### src/rtl/seq_divider.sv
// Sequential restoring divider: one quotient bit per cycle, WIDTH cycles per operation.
// Define DIVIDER_SIGNED_EN to honour sgn (two's-complement operands); otherwise all unsigned.
module seq_divider #(
  parameter int unsigned WIDTH = 32
) (
  input  logic             clk,
  input  logic             rst,
  input  logic             start,
  input  logic [WIDTH-1:0] A,
  input  logic [WIDTH-1:0] B,
  input  logic             sgn,
  output logic [WIDTH-1:0] Q,
  output logic [WIDTH-1:0] R,
  output logic             busy,
  output logic             done,
  output logic             div_by_zero
);

  localparam int unsigned CW = (WIDTH > 1) ? $clog2(WIDTH) : 1;

  typedef enum logic [1:0] {StIdle, StRun, StDone} state_e;

  state_e           state_q, state_d;
  logic [CW-1:0]    cnt_q, cnt_d;
  logic [WIDTH-1:0] a_q, a_d;
  logic [WIDTH-1:0] dvd_q, dvd_d;
  logic [WIDTH-1:0] b_q, b_d;
  logic [WIDTH-1:0] rem_q, rem_d;
  logic [WIDTH-1:0] quo_q, quo_d;
  logic [WIDTH-1:0] q_q, q_d;
  logic [WIDTH-1:0] r_q, r_d;
  logic             dbz_q, dbz_d;
  logic             qneg_q, qneg_d;
  logic             rneg_q, rneg_d;

  logic             a_neg, b_neg;
  logic [WIDTH-1:0] a_abs, b_abs;

`ifdef DIVIDER_SIGNED_EN
  assign a_neg = sgn & A[WIDTH-1];
  assign b_neg = sgn & B[WIDTH-1];
`else
  logic unused_sgn;
  assign a_neg      = 1'b0;
  assign b_neg      = 1'b0;
  assign unused_sgn = sgn;
`endif

  assign a_abs = a_neg ? -A : A;
  assign b_abs = b_neg ? -B : B;

  // The shifted remainder can need WIDTH+1 bits, so the trial difference is kept one bit wider.
  logic [WIDTH:0]   shifted;
  logic [WIDTH+1:0] trial;
  logic             fits;
  logic [WIDTH-1:0] rem_next, quo_next;
  logic [1:0]       unused_bits;

  assign shifted     = {rem_q, dvd_q[WIDTH-1]};
  assign trial       = {1'b0, shifted} - {2'b00, b_q};
  assign fits        = ~trial[WIDTH+1];
  assign rem_next    = fits ? trial[WIDTH-1:0] : shifted[WIDTH-1:0];
  assign quo_next    = {quo_q[WIDTH-2:0], fits};
  assign unused_bits = {trial[WIDTH], quo_q[WIDTH-1]};

  always_comb begin
    state_d = state_q;
    cnt_d   = cnt_q;
    a_d     = a_q;
    dvd_d   = dvd_q;
    b_d     = b_q;
    rem_d   = rem_q;
    quo_d   = quo_q;
    q_d     = q_q;
    r_d     = r_q;
    dbz_d   = dbz_q;
    qneg_d  = qneg_q;
    rneg_d  = rneg_q;
    unique case (state_q)
      StIdle, StDone: begin
        state_d = StIdle;
        if (start) begin
          state_d = StRun;
          a_d     = A;
          dvd_d   = a_abs;
          b_d     = b_abs;
          rem_d   = '0;
          quo_d   = '0;
          cnt_d   = '0;
          qneg_d  = a_neg ^ b_neg;
          rneg_d  = a_neg;
        end
      end
      StRun: begin
        if (b_q == '0) begin
          state_d = StDone;
          q_d     = '1;
          r_d     = a_q;
          dbz_d   = 1'b1;
        end else begin
          rem_d = rem_next;
          quo_d = quo_next;
          dvd_d = dvd_q << 1;
          cnt_d = cnt_q + 1'b1;
          if (cnt_q == CW'(WIDTH - 1)) begin
            state_d = StDone;
            q_d     = qneg_q ? -quo_next : quo_next;
            r_d     = rneg_q ? -rem_next : rem_next;
            dbz_d   = 1'b0;
          end
        end
      end
      default: state_d = StIdle;
    endcase
  end

  always_ff @(posedge clk or posedge rst) begin
    if (rst) begin
      state_q <= StIdle;
      cnt_q   <= '0;
      a_q     <= '0;
      dvd_q   <= '0;
      b_q     <= '0;
      rem_q   <= '0;
      quo_q   <= '0;
      q_q     <= '0;
      r_q     <= '0;
      dbz_q   <= 1'b0;
      qneg_q  <= 1'b0;
      rneg_q  <= 1'b0;
    end else begin
      state_q <= state_d;
      cnt_q   <= cnt_d;
      a_q     <= a_d;
      dvd_q   <= dvd_d;
      b_q     <= b_d;
      rem_q   <= rem_d;
      quo_q   <= quo_d;
      q_q     <= q_d;
      r_q     <= r_d;
      dbz_q   <= dbz_d;
      qneg_q  <= qneg_d;
      rneg_q  <= rneg_d;
    end
  end

  assign Q           = q_q;
  assign R           = r_q;
  assign div_by_zero = dbz_q;
  assign busy        = (state_q == StRun);
  assign done        = (state_q == StDone);

endmodule

### config.mk
export PLATFORM = sky130hd
export DESIGN_NAME = seq_divider
export DESIGN_NICKNAME = d
export VERILOG_FILES = /design/src/rtl/seq_divider.sv
export SDC_FILE = /design/constraint.sdc
export NUM_CORES = 1
export LEC_CHECK = 0
export ABC_AREA = 1
export CORE_MARGIN = 1.5
export CORE_UTILIZATION = 57
export CTS_CLUSTER_DIAMETER = 80
export DETAILED_ROUTE_END_ITERATION = 6
export PLACE_DENSITY = 0.8
export SYNTH_ARGS = -nofsm -noshare
export SYNTH_HDL_FRONTEND = slang
export SYNTH_SLANG_ARGS = --single-unit
### constraint.sdc
create_clock -name clk -period 11.43 [get_ports clk]
set_input_delay 3.429 -clock clk [delete_from_list [all_inputs] [get_ports clk]]
set_output_delay 3.429 -clock clk [all_outputs]
set_load 0.005 [all_outputs]
Word level (Yosys, flattened, before mapping). Cells that the tools add are included.

Output and inout port bits: 67. Word-level logic and storage cells: 49. Flip-flop bits (word level): 231.

Reduce and logical (&&, ||, !) cells: 8. Bitwise logic cells: 1. Multiplexer cells: 22. Equal/unequal tests: 6. $add $sub $neg: 2.

Operator list (count): two-way mux 32 bit (9); case mux 32 bit (2 select lines) (2); case mux 31 bit (2 select lines) (1); subtractor 33 x 32 -> 34 bit (1); logical NOT 32 bit (1); two-way mux 31 bit (1); two-way mux 5 bit (2); case mux 5 bit (2 select lines) (1); adder 5 x 1 -> 5 bit (second input constant) (1); == test 5 bit (second input constant) (1); two-way mux 2 bit (2); inequality test 2 bit (second input constant) (2); case mux 2 bit (2 select lines) (1); AND reduction 2 bit (2); nonzero test 2 bit (2); two-way mux 1 bit (3); inequality test 3 x 1 -> 1 bit (second input constant) (1); AND reduction 3 bit (1); == test 2 x 1 -> 1 bit (second input constant) (1); == test 2 bit (second input constant) (1); logical NOT 2 bit (1); OR reduction 2 bit (1); inverter 1 bit (1).

Longest topological paths before layout.
Depth after elaboration: 4. Gate-level depth with buffers: 18.

Least setup slack after synthesis. Ideal clock, no wire load.

Path type: reg-to-output. From: reg state_q[1]. To: out busy. Slack: 6.833 ns. Stages on the path, launching flop included: 4. Arrival: 1.168 ns. Buffers on the path: 2. Path through: dfrtp_1 -> nor2_4 -> clkbuf_1 -> clkbuf_1.

Longest elaborated chain between the ends: 1.

RTL lines: from (decl) (RTL line 23) `state_e state_q, state_d;`; from (signal assigned) (RTL line 119) `state_q <= StIdle;`; from (signal assigned) (RTL line 132) `state_q <= state_d;`; == test 2 x 1 -> 1 bit (RTL line 150) `assign busy = (state_q == StRun);`; to (decl) (RTL line 14) `output logic busy,`.

No other way between the ends.

Final worst setup path.
From: in start. To: reg quo_q[30].

Longest elaborated chain between the ends: 2.

RTL lines: from (decl) (RTL line 8) `input logic start,`; inequality test 2 bit (no line); AND reduction 3 bit (no line); to (signal assigned) (RTL line 138) `quo_q <= quo_d;`; to (decl) (RTL line 29) `logic [WIDTH-1:0] quo_q, quo_d;`.

No other way between the ends. A chain may end at the register's enable or synchronous reset.

==> summary.txt <==
starting density of the core = 58.1%
met1 global-route usage = 42.5%
pin count of the biggest net entering global routing = 123
first-pass detailed-route iteration total = 7
met2 usage in global routing = 46.8%
worst slack, placed = 5.23 ns
CTS sink cnt = 231
syn_nets = 1854
clock skew = 0.0134 ns
Startpoint Class = primary input
Max Freq = 176 MHz
slack of the critical path = 5.74 ns
Hold Fails Final Rpt = 0
drc violations = 0
CTS buffer count = 26
hpwl dp = 23200 µm
htree depth = 1
die area = 23100 µm²
critical path fanouts, max = 67
Ports = 135
Finished Core Util = 68.6%
setup bufs post-CTS = 0
Synth Flop Type = dfrtp_1
Worst-path clk slew = 0.06 ns
M3 GR Usage = 4.55%
Std-Cell Rows = 54
Die Y = 152 µm
Post-Route Setup TNS = 0 ns
mux cell area share after synthesis = 0%
1st-iter DRT viols = 929
first-pass GRT wire length = 56400 µm
Nets = 1951
EDFF count, synth = 0
Clock Tree Buf Depth = 3
Routability Congestion = 0.918
crit path kind = in2reg
synth unique cells = 43
DR WL/cell = 15.7 µm
status = finished clean
mapped cell area = 12700 µm²
peak supply drop = 0.139 mV
async set-reset flop share out of synthesis = 100%
Worst Hold Slack = 0.478 ns
Worst Hold Class = reg2reg
Setup Viol. Count Final = 0
GR Util All Layers = 29.6%
hold buffers post-CTS = 0
Maximum Capacitance Violations = 0
final worst-path cycle share = 49.8%
final period demand of the worst path = 5.69 ns
CP arrival = 6.16 ns
design area = 15000 µm²
DP Area = 14100 µm²
count leader, synth = nand2_1
GR peak layer = met2
share of the synthesized area in the top cell type = 45.6%
total core area = 21800 µm²
placed cells = 2100
Synth Warn # = 0
Clock Latency Late Sink = 0.55 ns
gr ovfl total = 0
Layout Cells excl Fill = 2147
vias in the first global route = 11.2k
complex-gate fraction of the synthesized area = 7.55%
critical path capture point type = flip-flop
Post-synth top cells = nand2_1, dfrtp_1, inv_1
Worst slew margin = 37.5%
area delta synth->final = 18.2%
Max Slew Vio Count = 0
Hold Path Cell Cnt = 2
FF+latch count, synth = 231
CTS tree = built
reg2reg path depth = 12
CTS root buf = clkbuf_16
Port-buffer cells = 133
syn avg cell area = 7.24 µm²
RSZ-0062 raised after global routing = false
layout cells sized above 1 = 5.14%
largest area contributor in the netlist = dfrtp_1
total number of vias = 11.6k
Pleak = 8.00 nW
worst-margin pin slew = 0.937 ns
CTS resizes = 0
number of diodes = 0
Routed Antenna Nets = 0
adder-cell area share of the yosys netlist = 3.51%
sequential area share after synthesis = 45.6%
top cells by area, synth = dfrtp_1, nand2_1, inv_1
Post-Synth Simple-Gate Area = 32.8%
chip width = 152 µm
Post-Synth XOR/XNOR Area = 0.967%
WP data required = 11.90 ns
Routed Wire Length = 33800 µm
vias per cell = 5.39
initial antenna violation count = 0
Power Total = 4.43 mW
Mapped Cells = 1751
power density over the cells = 296 nW/µm²
main combinational cell family by area after synthesis = simple AND/OR/NAND/NOR gates
==> placed cells by master, fill, tap and decap left out, types with 12 or more instances in the layout <==
cell             synthesis  final
nand2_1                678    677
dfrtp_1                231    231
inv_1                  214    212
clkdlybuf4s50_1          0    133
nand3_1                132    132
nor2_1                 116    115
o21ai_0                113    113
ha_1                    34     34
clkbuf_16                0     26
o22ai_1                 23     23
a21oi_1                 21     21
and2_1                  14     14
o21ai_1                 12     12
==> routing by layer <==
metal  vias to the layer above  share of wire, %
li1                       5644                 -
met1                      5440                44
met2                       416                46
met3                        65               6.5
met4                         0               2.9
met5                         -                 0
==> area by class of cell <==
| cell class | count | area (µm²) |
|---|---|---|
| clock buffers | 37 | 762 |
| clock inverters | 10 | 146 |
| fillers | 1815 | 6850 |
| inverters | 222 | 841 |
| multi-input cells | 1224 | 5690 |
| flip-flops and latches | 231 | 5780 |
| well taps | 280 | 350 |
| repair buffers | 143 | 1410 |
==> critical path: stages <==
cell	delay, ns
clkdlybuf4s50_1	0.42
nand2_2	0.07
buf_4	0.50
nand2_2	0.08
buf_4	0.36
inv_2	0.41
buf_4	0.58
nand2_1	0.12
o21ai_0	0.10
==> path summary, 6_finish.rpt <==
check                          start  slack [ns]   endpoint
min in group asynchronous        rst        3.46     a_q[9]
setup reg to reg              b_q[0]        7.12  quo_q[30]
setup / recovery               start        5.74  quo_q[30]
hold / removal             dvd_q[17]        0.48  dvd_q[17]
hold reg to reg            dvd_q[17]        0.48  dvd_q[17]
max in group asynchronous        rst        6.67  dvd_q[17]
==> cells by family (layout without fill, tap and decap cells) <==
family / after synthesis / after routing
adder cells (fa/ha/maj): 35 / 35
buffers and inverters: 296 / 412
flip-flops: 231 / 231
XOR/XNOR: 14 / 14
AND/OR/NAND/NOR: 997 / 997
AO/OA/AOI/OAI: 178 / 178
==> report_power, final <==
group | switching (mW) | internal [mW]
registers | 0.168 | 1.07
clock network | 0.352 | 0.513
logic | 1.54 | 0.786
total | 2.06 | 2.37
==> state kept, by name (all words and copies together) (netlist names) <==
name	count
Q	32
R	32
a_q	32
b_q	32
dvd_q	32
rem_q	32
quo_q	31
cnt_q	5
state_q	2
div_by_zero	1
No activity file was read; power rests on OpenSTA's default activity.
